`src/rtl/gated_alu_pkg.sv`:
```
// Shared types for the gated ALU: opcode encoding, power/handshake FSM states.
// Latency: n/a (types only).
// Backpressure: n/a (types only).
package gated_alu_pkg;

  localparam int OPCODE_W = 4;

  // Codes 9..15 are illegal and complete as single-cycle ops with err=1.
  typedef enum logic [OPCODE_W-1:0] {
    OP_ADD = 4'd0,
    OP_SUB = 4'd1,
    OP_AND = 4'd2,
    OP_OR  = 4'd3,
    OP_XOR = 4'd4,
    OP_SHL = 4'd5,
    OP_SHR = 4'd6,
    OP_MUL = 4'd7,
    OP_LTU = 4'd8
  } alu_op_e;

  typedef enum logic [2:0] {
    IDLE,
    EXEC,
    MUL,
    ISO,
    SLEEP,
    WAKE
  } pwr_state_e;

endpackage

```
`src/rtl/gated_alu_core.sv`:
```
// ALU datapath: combinational ops, iterative shift-add multiplier, result/err regs.
// Latency: single-cycle ops land in result_q at the accept edge; MUL lands WIDTH-1 edges after accept.
// Backpressure: none; the controlling FSM only pulses accept when it can take an op.
// Ports: clk/rst_n; clk_en qualifies every flop here; accept loads an op; mul_step advances the
//   multiplier; iso_clear wipes result/err on sleep entry; result_q/err_q; mul_last flags the final MUL cycle.
// Config: ALU_RETAIN_EN keeps result/err across sleep instead of clearing them on ISO.
module gated_alu_core
  import gated_alu_pkg::*;
#(
  parameter int WIDTH = 16
) (
  input  logic                clk,
  input  logic                rst_n,
  input  logic                clk_en,
  input  logic                accept,
  input  logic                mul_step,
  input  logic                iso_clear,
  input  logic [WIDTH-1:0]    a,
  input  logic [WIDTH-1:0]    b,
  input  logic [OPCODE_W-1:0] opcode,
  output logic [WIDTH-1:0]    result_q,
  output logic                err_q,
  output logic                mul_last
);

`ifdef ALU_RETAIN_EN
  localparam bit CLEAR_ON_ISO = 1'b0;
`else
  localparam bit CLEAR_ON_ISO = 1'b1;
`endif

  localparam int SW = $clog2(WIDTH);
  localparam logic [SW-1:0] CNT_LAST = SW'(WIDTH - 1);
  localparam logic [SW-1:0] CNT_PEN  = SW'(WIDTH - 2);

  logic [SW-1:0]    cnt;
  logic [WIDTH-1:0] acc;
  logic [WIDTH-1:0] mcand;
  logic [WIDTH-1:0] mplier;
  logic [WIDTH-1:0] addend;
  logic [WIDTH-1:0] mul_sum;
  logic [WIDTH-1:0] alu_res;
  logic             alu_ill;
  logic [SW-1:0]    sh;

  assign sh = b[SW-1:0];

  always_comb begin
    alu_res = '0;
    alu_ill = 1'b0;
    case (alu_op_e'(opcode))
      OP_ADD:  alu_res = a + b;
      OP_SUB:  alu_res = a - b;
      OP_AND:  alu_res = a & b;
      OP_OR:   alu_res = a | b;
      OP_XOR:  alu_res = a ^ b;
      OP_SHL:  alu_res = a << sh;
      OP_SHR:  alu_res = a >> sh;
      OP_MUL:  alu_res = '0;
      OP_LTU:  alu_res = {{(WIDTH-1){1'b0}}, (a < b)};
      default: alu_ill = 1'b1;
    endcase
  end

  // Bit 0 of the multiplier is consumed at the accept edge, so the remaining
  // WIDTH-1 bits finish in time for result to be valid in the done cycle.
  assign addend   = mplier[0] ? mcand : '0;
  assign mul_sum  = acc + addend;
  assign mul_last = (cnt == CNT_LAST);

  always_ff @(posedge clk or negedge rst_n) begin
    if (!rst_n) begin
      cnt      <= '0;
      acc      <= '0;
      mcand    <= '0;
      mplier   <= '0;
      result_q <= '0;
      err_q    <= 1'b0;
    end else if (clk_en) begin
      if (accept) begin
        if (opcode == OP_MUL) begin
          acc    <= b[0] ? a : '0;
          mcand  <= a << 1;
          mplier <= b >> 1;
          cnt    <= '0;
        end else begin
          result_q <= alu_res;
          err_q    <= alu_ill;
        end
      end else if (mul_step) begin
        // cnt wraps back to 0 on the done cycle since WIDTH is a power of 2.
        cnt    <= cnt + SW'(1);
        acc    <= mul_sum;
        mcand  <= mcand << 1;
        mplier <= mplier >> 1;
        if (cnt == CNT_PEN) begin
          result_q <= mul_sum;
          err_q    <= 1'b0;
        end
      end else if (iso_clear && CLEAR_ON_ISO) begin
        result_q <= '0;
        err_q    <= 1'b0;
      end
    end
  end

endmodule

```
`src/rtl/gated_alu_unit.sv`:
```
// Multi-cycle ALU with start/busy/done handshake and a drain/isolate/gate sleep sequencer.
// Latency: done 1 cycle after accept for single-cycle ops, WIDTH cycles for MUL; wake takes WAKE_CYCLES.
// Backpressure: start is only accepted in IDLE with sleep_req low; otherwise silently dropped.
// Ports: clk, rst_n; a/b/opcode/start in; busy/done/result/err out;
//   sleep_req in; sleep_ack/clk_en/iso out (clk_en drives the external ICG).
// Config: ALU_RETAIN_EN keeps result/err across sleep; default clears them on ISO entry.
module gated_alu_unit
  import gated_alu_pkg::*;
#(
  parameter int               WIDTH       = 16,
  parameter logic [WIDTH-1:0] CLAMP_VAL   = '0,
  parameter int               WAKE_CYCLES = 4
) (
  input  logic                clk,
  input  logic                rst_n,
  input  logic [WIDTH-1:0]    a,
  input  logic [WIDTH-1:0]    b,
  input  logic [OPCODE_W-1:0] opcode,
  input  logic                start,
  output logic                busy,
  output logic                done,
  output logic [WIDTH-1:0]    result,
  output logic                err,
  input  logic                sleep_req,
  output logic                sleep_ack,
  output logic                clk_en,
  output logic                iso
);

  localparam int WCW = (WAKE_CYCLES > 1) ? $clog2(WAKE_CYCLES) : 1;
  localparam logic [WCW-1:0] WAKE_LAST = WCW'(WAKE_CYCLES - 1);

  pwr_state_e       state;
  pwr_state_e       state_nxt;
  logic [WCW-1:0]   wake_cnt;
  logic [WCW-1:0]   wake_cnt_nxt;
  logic             accept;
  logic             mul_last;
  logic [WIDTH-1:0] result_q;

  // Sequencer flops run on the free clock: they must keep ticking in SLEEP.
  always_ff @(posedge clk or negedge rst_n) begin
    if (!rst_n) begin
      state    <= IDLE;
      wake_cnt <= '0;
    end else begin
      state    <= state_nxt;
      wake_cnt <= wake_cnt_nxt;
    end
  end

  always_comb begin
    state_nxt    = state;
    wake_cnt_nxt = wake_cnt;
    accept       = 1'b0;
    busy         = 1'b0;
    done         = 1'b0;
    sleep_ack    = 1'b0;
    clk_en       = 1'b1;
    iso          = 1'b0;
    case (state)
      IDLE: begin
        // Sleep has priority; a simultaneous start is dropped.
        if (sleep_req) begin
          state_nxt = ISO;
        end else if (start) begin
          accept    = 1'b1;
          state_nxt = (opcode == OP_MUL) ? MUL : EXEC;
        end
      end
      EXEC: begin
        busy      = 1'b1;
        done      = 1'b1;
        state_nxt = IDLE;
      end
      MUL: begin
        busy = 1'b1;
        if (mul_last) begin
          done      = 1'b1;
          state_nxt = sleep_req ? ISO : IDLE;
        end
      end
      ISO: begin
        // One clamped cycle with the clock still running before gating.
        iso       = 1'b1;
        state_nxt = SLEEP;
      end
      SLEEP: begin
        iso       = 1'b1;
        clk_en    = 1'b0;
        sleep_ack = 1'b1;
        if (!sleep_req) begin
          state_nxt    = WAKE;
          wake_cnt_nxt = '0;
        end
      end
      WAKE: begin
        iso = 1'b1;
        if (wake_cnt == WAKE_LAST) begin
          state_nxt    = IDLE;
          wake_cnt_nxt = '0;
        end else begin
          wake_cnt_nxt = wake_cnt + WCW'(1);
        end
      end
      default: state_nxt = IDLE;
    endcase
  end

  gated_alu_core #(
    .WIDTH(WIDTH)
  ) u_core (
    .clk       (clk),
    .rst_n     (rst_n),
    .clk_en    (clk_en),
    .accept    (accept),
    .mul_step  (state == MUL),
    .iso_clear (state == ISO),
    .a         (a),
    .b         (b),
    .opcode    (opcode),
    .result_q  (result_q),
    .err_q     (err),
    .mul_last  (mul_last)
  );

  assign result = iso ? CLAMP_VAL : result_q;

endmodule
```
`config.mk`:
```
export PLATFORM = sky130hd
export DESIGN_NAME = gated_alu_unit
export DESIGN_NICKNAME = d
export VERILOG_FILES = /design/src/rtl/gated_alu_pkg.sv /design/src/rtl/gated_alu_core.sv /design/src/rtl/gated_alu_unit.sv
export SDC_FILE = /design/constraint.sdc
export NUM_CORES = 1
export LEC_CHECK = 0
export BUFFER_PORTS_ARGS = -buffer_cell sky130_fd_sc_hd__buf_2
export CORE_MARGIN = 2
export CORE_UTILIZATION = 50
export CTS_BUF_LIST = sky130_fd_sc_hd__clkbuf_8
export DETAILED_ROUTE_END_ITERATION = 10
export GPL_TIMING_DRIVEN = 0
export PLACE_DENSITY = 0.68
export SYNTH_ARGS = -nofsm -noshare
export SYNTH_HDL_FRONTEND = slang
export SYNTH_SLANG_ARGS = --single-unit
export TNS_END_PERCENT = 10
```
`constraint.sdc`:
```
create_clock -name clk -period 5.3 [get_ports clk]
set_input_delay 0 -clock clk [delete_from_list [all_inputs] [get_ports clk]]
set_output_delay 0 -clock clk [all_outputs]
set_load 0.02 [all_outputs]
```
* After elaboration in Yosys (flattened, before gate mapping)
Index checks and enable logic that the tools add are counted.
Operators by class: add/subtract/negate cells 5, magnitude comparators 1, equal/unequal tests 23, shift-type cells 2, muxes and demuxes 47, bitwise logic cells 4, reductions and logical operators 12
Operators by type and width (count):
- 16-bit 2-to-1 mux | 17
- 16-bit one-hot mux with 8 select lines | 1
- 16-bit adder | 2
- 16-bit bitwise AND | 1
- 4-bit by 3-bit == test with 1-bit output (second input constant) | 4
- 16-bit less-than comparator | 1
- 16-bit bitwise OR | 1
- 16-bit by 4-bit left shift with 16-bit output | 1
- 16-bit by 4-bit >> shifter with 16-bit output | 1
- 16-bit subtractor | 1
- 16-bit bitwise XOR | 1
- 3-bit 2-to-1 mux | 5
- 3-bit one-hot mux with 5 select lines | 1
- 1-bit 2-to-1 mux | 14
- 4-bit == test (second input constant) | 3
- 4-bit 2-to-1 mux | 3
- 4-bit by 2-bit == test with 1-bit output (second input constant) | 2
- 2-bit 2-to-1 mux | 4
- 2-bit != test (second input constant) | 4
- 4-bit AND reduction | 2
- 8-bit OR reduction | 1
- 3-bit by 2-bit == test with 1-bit output (second input constant) | 2
- 3-bit == test (second input constant) | 2
- 3-bit != test (second input constant) | 2
- other kinds (17) | 18
Storage, ports and cells: register bits after elaboration 74, bits of input ports 40, output and inout port bits 22, logic and storage cells 102

* Depth between registers and ports, before layout
Gate-level depths: netlist of run 1.
depth in word-level cells 5, depth in mapped cells 14, depth with buffers taken out 13

* Cells and area by module
From an unflattened synthesis of run 1, not the netlist that was laid out.
Unflattened totals: cells, all modules 997, area, all modules 8075.2 µm²
By module, submodules not included:
- gated_alu_core | times used 1, cells an instance 938, area an instance 7596.0 µm², sequential area each 1676.6 µm²
- gated_alu_unit | times used 1, cells an instance 59, area an instance 479.2 µm², sequential area each 125.1 µm²

* Worst setup path before layout of run 1
Ideal clock, no wire load.
kind in2reg, from input b[1], to register u_core.result_q[9], setup time 144 ps, arrival time 2605 ps, slack 2551 ps, stages on the path 12, path through buf_2 -> inv_2 -> buf_1 -> ha_1 -> nor2_1 -> o311a_1 -> or3_4 -> a31oi_4 -> o21ba_2 -> a221o_1 -> a2111oi_2 -> o221ai_1
Between the ends: longest elaborated chain between the ends 4, elaborated cells on any way between the ends 7, those cells by class 2 x add/sub; 2 x shift; 3 x mux
Ends and longest elaborated chain:
- from (decl) | RTL line gated_alu_unit.sv:17 | input logic [WIDTH-1:0] b,
- 16-bit subtractor, or another cell as far along | RTL line gated_alu_core.sv:53 | OP_SUB: alu_res = a - b;
- 16-bit one-hot mux with 8 select lines * | RTL line gated_alu_core.sv:51 | case (alu_op_e'(opcode))
- 16-bit 2-to-1 mux * | RTL line gated_alu_core.sv:81 | if (opcode == OP_MUL) begin
- 16-bit 2-to-1 mux * | RTL line gated_alu_core.sv:80 | if (accept) begin
- to (signal assigned) | RTL line gated_alu_core.sv:87 | result_q <= alu_res;
- to (signal assigned) | RTL line gated_alu_core.sv:97 | result_q <= mul_sum;
- to (decl) | RTL line gated_alu_core.sv:21 | output logic [WIDTH-1:0] result_q,
Mark *: on every way between the ends. The rest lies on a longest branch, timed or not. The select of a mux whose other input is x is not followed. A chain may end at the register's enable or synchronous reset.

* Worst setup path after layout of run 1
from register u_core.mplier[0], to register u_core.acc[15]
Between the ends: longest elaborated chain between the ends 4
Ends and longest elaborated chain:
- from (decl) | RTL line gated_alu_core.sv:39 | logic [WIDTH-1:0] mplier;
- from (signal assigned) | RTL line gated_alu_core.sv:84 | mplier <= b >> 1;
- from (signal assigned) | RTL line gated_alu_core.sv:95 | mplier <= mplier >> 1;
- 16-bit 2-to-1 mux | RTL line gated_alu_core.sv:67 | assign addend = mplier[0] ? mcand : '0;
- 16-bit adder | RTL line gated_alu_core.sv:68 | assign mul_sum = acc + addend;
- 16-bit 2-to-1 mux | RTL line gated_alu_core.sv:90 | end else if (mul_step) begin
- 16-bit 2-to-1 mux | RTL line gated_alu_core.sv:80
- to (signal assigned) | RTL line gated_alu_core.sv:82 | acc <= b[0] ? a : '0;
- to (signal assigned) | RTL line gated_alu_core.sv:93 | acc <= mul_sum;
- to (decl) | RTL line gated_alu_core.sv:37 | logic [WIDTH-1:0] acc;
Every way passes these cells. The select of a mux whose other input is x is not followed.

==> metrics.md, run 1 <==
| Metric | Value |
|---|---|
| F_max | about 290 MHz |
| Max Cap Violations | 0 |
| Post-route setup TNS | 0 ns |
| Setup crit end kind | flip-flop |
| Sequential area share after synthesis | 0.236 |
| CP bufs+invs | 2 |
| Layout area overhead | 13.0% |
| Cts hold-fix bufs | 25 |
| Post-CTS sizing | 0 |
| Root Driver | clkbuf_8 |
| DP Area | 8210 um^2 |
| PwrDens | 419 nW/um^2 |
| Post-synth EDFFs | 0 |
| Min setup slack post-route | between 1.5 and 2 ns |
| Fin crit share | 0.651 |
| Grt ovf | 0 |
| Layout Nets | 1,229 |
| Crit path arrival time | roughly 3.7 ns |
| Relative max-transition margin | 0.206 |
| Clock slew at reported path FFs | 0.08 ns |
| Final WL | between 20,000 and 30,000 um |
| TritonCTS Sinks | 72 |
| Period minus WS final | 3.45 ns |
| Synthesis Warnings | 0 |
| Core ar. | roughly 15,000 um^2 |
| Initial antenna violation count | 0 |
| # H-tree levels | 3 |
| Final Hold Violating Endpoints | 0 |
| Fill cell count | between 1,000 and 1,500 |
| Slew @ Worst Pin | 1.18 ns |
| # DRC | 0 |
| Final Cell Area | ~8600 um^2 |
| Top_reg_cell synth | dfrtp_1 |
| Initial DRC Count | roughly 850 |
| Gate Count Post-Synth | about 1,000 |
| Die height | about 130 um |
| Worst path max stage delay | roughly 0.45 ns |
| Worst Skew | around 0.012 ns |
| CTS tree | done |
| Commonest cells after routing, fill and taps aside | 127 x nand2_1, 126 x nor2_1, 76 x buf_2 |
| Setup CP Type | reg -> reg |
| Global-route wire length before repair | 44,700 um |
| Worst EP required | 5.53 ns |
| Distinct cells, synth | 79 |
| Commonest non-fill, non-tap cell in the layout | nand2_1 |
| CP most frequent cell | a21oi_1 |
| Vias | roughly 8,300 |
| Syn_nets | between 1,000 and 1,500 |
| CP delay by family, top | compound AO/OA/AOI/OAI gates |
| Pwr Total | 3.62 mW |
| # rows | 45 |
| Pin count of the biggest net entering global routing | just under 70 |
| Initial core utilization | 0.507 |
| Finished Core Util | 0.573 |
| RSZ-0062 raised after global routing | no |
| Final Max Tran Viols | 0 |
| Slowest-stage cell, CP | dfrtp_1 |
| WL per Instance | roughly 22 um |
| Post-CTS setup buffers | 0 |
| Synth Area per Inst | 7.50 um^2 |
| Hold Path Class | in -> reg |
| Port Buf Inserts | between 50 and 60 |
| 1st-pass router iterations | 5 |
| Vias per inst | between 6 and 7 |
| Clock Latency Late Sink | 0.37 ns |
| N_diodes | 0 |
| Ratio of cells with drive above 1 in the final layout | 0.110 |
| GRT Resource Usage Total | 0.362 |
| Crit Path Max Fanout | 10 |
| Leak Pwr | slightly below 4 nW |
| Fraction of registers with async set/reset | 1.00 |
| CTS Buffer Depth | 2 |
| DRT antenna net count | 0 |
| CTS buffer count | 9 |
| IO Pins | between 60 and 70 |
| Synth Cell Area | ~7600 um^2 |
| Status | complete, no violations |
| Pre-CTS setup slack | about 1.6 ns |
| RePlAce Congestion | 1.06 |
| Worst IR Drop VDD | between 300 and 400 uV |
| Die area | between 15,000 and 20,000 um^2 |
| CP startpoint kind | flip-flop |
| Seq cells post-synth | between 70 and 80 |
| Vias in the first global route | 7,501 |
| Critical path cell sequence | clkbuf_1 -> and2_1 -> ha_1 -> inv_1 -> fa_1 -> nand2b_1 -> a21oi_1 -> o221a_1 -> o31a_1 -> o21a_1 -> nor2_1 -> o21ai_1 -> xnor2_1 -> a21oi_1 |
| Setup-failing EPs final | 0 |
| Chip width | 128 um |
| Post-DP HPWL | between 20,000 and 25,000 um |
-- layer usage --
metal | GRT usage | vias to the layer above | wire, um
li1 | - | 3868 | -
met1 | 0.534 | 3966 | 13400
met2 | 0.523 | 429 | 12300
met3 | 0.0851 | 52 | 2860
met4 | 0.115 | 0 | 896
met5 | 0 | - | 0
-- where the power goes --
part | leakage (nW) | internal [mW] | switching (mW)
sequential | 0.859 | 0.778 | 0.155
clock | 0.0951 | 0.194 | 0.220
combinational | 2.94 | 0.853 | 1.42
total | 3.89 | 1.82 | 1.80
-- worst register-to-register path, delay by kind of cell, from the launching register on --
kind	cells	cell delay, ns
AOI/OAI and AO/OA	6	1.11
xor gates and xnor gates	1	0.25
adders and majority gates	2	0.62
buffers and inverters	2	0.44
DFF	1	0.45
and+or+nand+nor	3	0.45
-- flip-flops by register name, indices dropped and copies added, names as in the netlist --
signal and flops:
state 3, u_core.acc 16, u_core.cnt 4, u_core.err_q 1, u_core.mcand 15, u_core.mplier 15, u_core.result_q 16, wake_cnt 2
-- cells in the mapped netlist (all sizes together) (4+ instances only) --
library cell / instances / area, um^2
mux2i: 14 / 144
xnor2: 13 / 114
a21boi: 5 / 37.5
o311ai: 4 / 35.0
o31ai: 12 / 95.1
a21o: 13 / 97.6
a2111oi: 4 / 41.3
a211oi: 19 / 143
o21a: 6 / 45.0
o21bai: 4 / 33.8
buf: 22 / 124
inv: 55 / 206
nand4: 4 / 25.0
or2: 4 / 25.0
o22ai: 11 / 68.8
a21oi: 53 / 265
or3: 8 / 55.1
o221ai: 12 / 118
a211o: 4 / 35.0
ha: 70 / 876
nor2: 126 / 473
or4: 5 / 41.3
a31oi: 43 / 284
dfrtp: 72 / 1800
and2: 31 / 196
nand2: 127 / 477
clkbuf: 46 / 173
nand3: 20 / 100
nand2b: 23 / 144
o21ai: 72 / 360
a221oi: 13 / 114
nor4: 9 / 56.3
mux4: 4 / 90.1
nor3: 26 / 135
o211ai: 10 / 80.1
xor2: 6 / 52.6
a22oi: 8 / 60.1
-- worst paths after layout --
path | from | endpoint | slack (ns) | cells after the start
max in group asynchronous | rst_n | u_core.mplier[14] | 4.47 | 3
setup reg to reg | u_core.mplier[0] | u_core.acc[15] | 1.85 | 14
hold / removal | sleep_req | state[1] | 0.02 | 3
hold reg to reg | u_core.result_q[0] | u_core.result_q[0] | 0.47 | 1
setup / recovery | u_core.mplier[0] | u_core.acc[15] | 1.85 | 14
min in group asynchronous | rst_n | u_core.result_q[14] | 0.18 | 3
-- layout make-up --
| class | instances | area, um^2 | share of cell area |
|---|---|---|---|
| buffer | 68 | 297 | 0.0343 |
| clock buffer | 11 | 151 | 0.0175 |
| sequential | 72 | 1800 | 0.209 |
| inverter | 55 | 206 | 0.0239 |
| tap | 188 | 235 | 0.0272 |
| clock inverter | 5 | 31.3 | 0.00362 |
| timing repair buffer | 85 | 576 | 0.0666 |
| multi-input combinational | 825 | 5340 | 0.618 |
-- metrics by stage --
step / hold slack [ns] / std cells
detailed placement: -0.170 / 1268
finish: 0.0219 / 1309
CTS: 0.000167 / 1309
floorplan: -0.296 / 1020
global placement: 0.296 / 1267
global route: 0.0288 / 1309
-- kinds of logic after synthesis --
group	share of synthesized area
adders and majority gates	0.122
muxes	0.0350
DFF	0.236
xor gates and xnor gates	0.0218
and+or+nand+nor	0.232
buffers and inverters	0.0658
AOI/OAI and AO/OA	0.287
Note: power is estimated with default switching activity, not from simulation.
==> run 2, diff against run 1 <==
--- a/config.mk
+++ b/config.mk
@@ -5,13 +5,14 @@
 export SDC_FILE = /design/constraint.sdc
 export NUM_CORES = 1
 export LEC_CHECK = 0
+export ABC_AREA = 1
 export BUFFER_PORTS_ARGS = -buffer_cell sky130_fd_sc_hd__buf_2
 export CORE_MARGIN = 2
 export CORE_UTILIZATION = 50
 export CTS_BUF_LIST = sky130_fd_sc_hd__clkbuf_8
 export DETAILED_ROUTE_END_ITERATION = 10
 export GPL_TIMING_DRIVEN = 0
-export PLACE_DENSITY = 0.68
+export PLACE_DENSITY = 0.71
 export SYNTH_ARGS = -nofsm -noshare
 export SYNTH_HDL_FRONTEND = slang
 export SYNTH_SLANG_ARGS = --single-unit
==> constraint.sdc (replaced) <==
create_clock -name clk -period 3.1 [get_ports clk]
set_input_delay 0 -clock clk [delete_from_list [all_inputs] [get_ports clk]]
set_output_delay 0 -clock clk [all_outputs]
set_load 0.02 [all_outputs]
==> metrics.md, run 2 <==
| Metric | Value |
|---|---|
| # rows | 47 |
| CP most frequent cell | nand2_1 |
| TritonCTS Sinks | between 70 and 80 |
| Port Buf Inserts | between 60 and 70 |
| CP delay by family, top | adder cells |
| Leak Pwr | 5.26 nW |
| Synth Area per Inst | just under 6 um^2 |
| Synth Cell Area | 8490 um^2 |
| Root Driver | clkbuf_8 |
| Initial core utilization | 0.512 |
| Ratio of cells with drive above 1 in the final layout | 0.0848 |
| PwrDens | 743 nW/um^2 |
| Worst EP required | about 3.4 ns |
| Post-route setup TNS | 0 ns |
| Commonest cells after routing, fill and taps aside | 451 x nand2_1, 194 x inv_1, 163 x nand3_1 |
| Crit path arrival time | around 3.1 ns |
| Worst path max stage delay | 0.52 ns |
| Reg2reg start | u_core.mplier[0] |
| Top_reg_cell synth | dfrtp_1 |
| Final Max Tran Viols | 0 |
| GRT Resource Usage Total | 0.371 |
| Die height | between 100 and 150 um |
| Pin count of the biggest net entering global routing | 70 |
| Vias in the first global route | a little over 9,000 |
| Global-route wire length before repair | about 51,000 um |
| Final WL | 32,700 um |
| CTS tree | done |
| Syn_nets | about 1,600 |
| Fin Hold WS | roughly 0.013 ns |
| Setup crit end kind | flip-flop |
| Pwr Total | 7.06 mW |
| Synth top area share | 0.212 |
| Hold path startpoint | sleep_req |
| Clock Latency Late Sink | between 0.3 and 0.4 ns |
| Commonest non-fill, non-tap cell in the layout | nand2_1 |
| Period minus WS final | approximately 2.9 ns |
| Layout Nets | approximately 1,700 |
| Core ar. | roughly 17,000 um^2 |
| Area contributors post-synth | dfrtp_1 21%, nand2_1 20%, ha_1 10%, nand3_1 9.6%, inv_1 8.5% |
| Relative max-transition margin | 0.512 |
| Status | complete, no violations |
| N_diodes | 0 |
| Initial antenna violation count | 0 |
| Die area | 18,000 um^2 |
| Post-DP HPWL | approximately 26,000 um |
| Clock slew at reported path FFs | approximately 0.090 ns |
| Grt ovf | 0 |
| Largest registers | u_core.acc: 16 flops, u_core.result_q: 16 flops |
| Seq cells post-synth | just over 70 |
| Post-CTS setup buffers | 0 |
| F_max | 347 MHz |
| Cell with the most instances after synthesis | nand2_1 |
| 1st-pass router iterations | 5 |
| Worst IR Drop VDD | 550 uV |
| Sequential area share after synthesis | 0.212 |
| CTS Buffer Depth | 2 |
| Fraction of registers with async set/reset | 1.00 |
| Critical path cell sequence | clkbuf_2 -> nand2_1 -> inv_1 -> ha_1 -> inv_1 -> fa_1 -> inv_1 -> nand3_1 -> nand2_1 -> nand2_1 -> nand2_1 -> xnor2_1 -> o21ai_0 -> a21oi_1 -> nor2_1 |
| Gate Count Post-Synth | approximately 1,400 |
| Worst Skew | approximately 0.015 ns |
| IO Pins | 62 |
| Largest area contributor in the netlist | dfrtp_1 |
| Vias | between 9,000 and 10,000 |
| Setup CP Type | reg -> reg |
| Fin crit share | 0.931 |
| # DRC | 0 |
| Top cells by instance count after synthesis | 451 x nand2_1, 193 x inv_1, 163 x nand3_1 |
| Distinct cells, synth | 47 |
| Layout area overhead | 11.9% |
| Slew @ Worst Pin | around 0.73 ns |
| Post-synth EDFFs | 0 |
| DRT antenna net count | 0 |
| RSZ-0062 raised after global routing | no |
| Initial DRC Count | 846 |
| CTS buffer count | 9 |
| Max Cap Violations | 0 |
| Hold Path Class | in -> reg |
| WL per Instance | between 15 and 20 um |
| Slowest-stage cell, CP | dfrtp_1 |
| # H-tree levels | 3 |
| Crit Path Max Fanout | 10 |
| RePlAce Congestion | 1.01 |
| Synthesis Warnings | 0 |
| Vias per inst | between 5 and 6 |
| Crit path from | u_core.mplier[0] |
| CP startpoint kind | flip-flop |
| Setup-failing EPs final | 0 |
| Chip width | between 100 and 150 um |
| CP bufs+invs | 4 |
| Final Hold Violating Endpoints | 0 |
-- run 2: changes by cell type in the layout (fill, tap and decap cells not counted), sizes merged, moves of 18 or more --
cell	delta
nand2b	-23
clkbuf	-26
and2	-27
nand3	+145
o21ai	-26
nand2	+326
a211oi	-18
inv	+149
a21oi	+30
nor2	+36
-- run 2: power breakdown --
part	switching, mW	leakage, nW	internal [mW]
clock	0.405	0.0855	0.307
sequential	0.276	0.829	1.38
combinational	3.09	4.35	1.60
total	3.77	5.26	3.29
-- run 2: area by class of cell --
| cell class | count | area (um^2) |
|---|---|---|
| inverters | 204 | 768 |
| fillers | 1752 | 7080 |
| multi-input cells | 1112 | 5640 |
| repair buffers | 85 | 566 |
| flip-flops and latches | 72 | 1800 |
| clock inverters | 6 | 36.3 |
| clock buffers | 10 | 138 |
| plain buffers | 55 | 287 |
| well taps | 220 | 275 |
-- run 2: worst paths after layout --
path,endpoint,slack [ns],cells past startpoint
setup / recovery,u_core.result_q[7],0.22,15
hold / removal,state[1],0.01,3
setup reg to reg,u_core.result_q[7],0.22,15
hold reg to reg,wake_cnt[0],0.48,1
max in group asynchronous,u_core.cnt[3],2.43,3
min in group asynchronous,u_core.acc[3],0.18,3
-- run 2: per-stage QoR --
stage / worst slack [ns] / util / instances / cell area, um^2
after detailed placement: 0.0185 / 0.549 / 1726 / 9100
final: 0.215 / 0.573 / 1764 / 9510
after floorplan: 0.624 / - / 1444 / 8490
after CTS: 0.128 / 0.573 / 1765 / 9510
after global routing: 0.0308 / 0.573 / 1764 / 9510
after global placement: 0.0537 / 0.547 / 1725 / 9070
-- run 2: tightest hold or removal path, delay by kind of cell --
family | cells | cell delay (ns)
compound gates | 2 | 0.21
buf+inv | 1 | 0.12
-- run 2: per-layer routing --
layer | routed length, um | share of wire | vias to the layer above | track usage
met5 | 0 | 0 | - | 0
met4 | 2020 | 0.062 | 0 | 0.201
met3 | 2130 | 0.065 | 92 | 0.0476
met2 | 15000 | 0.46 | 402 | 0.616
met1 | 13500 | 0.41 | 4498 | 0.469
li1 | - | - | 4823 | -
-- run 2: logic make-up (layout without fill, tap and decap cells) --
| kind of cell | after synthesis | count (layout) | synth area share |
|---|---|---|---|
| AND/OR/NAND/NOR | 823 | 823 | 0.405 |
| multiplexers | 1 | 1 | 0.00118 |
| adder cells (fa/ha/maj) | 73 | 73 | 0.110 |
| flip-flops | 72 | 72 | 0.212 |
| AO/OA/AOI/OAI | 206 | 206 | 0.138 |
| buffers and inverters | 260 | 360 | 0.124 |
| XOR/XNOR | 9 | 9 | 0.00928 |
-- run 2: what timing repair did --
action | CTS | global route
resized for setup | 1 | 0
hold buffers | 23 | 0
pin swaps | 0 | 0
endpoints found under the setup margin | 2 | 4
endpoints found under the hold margin | 93 | 0
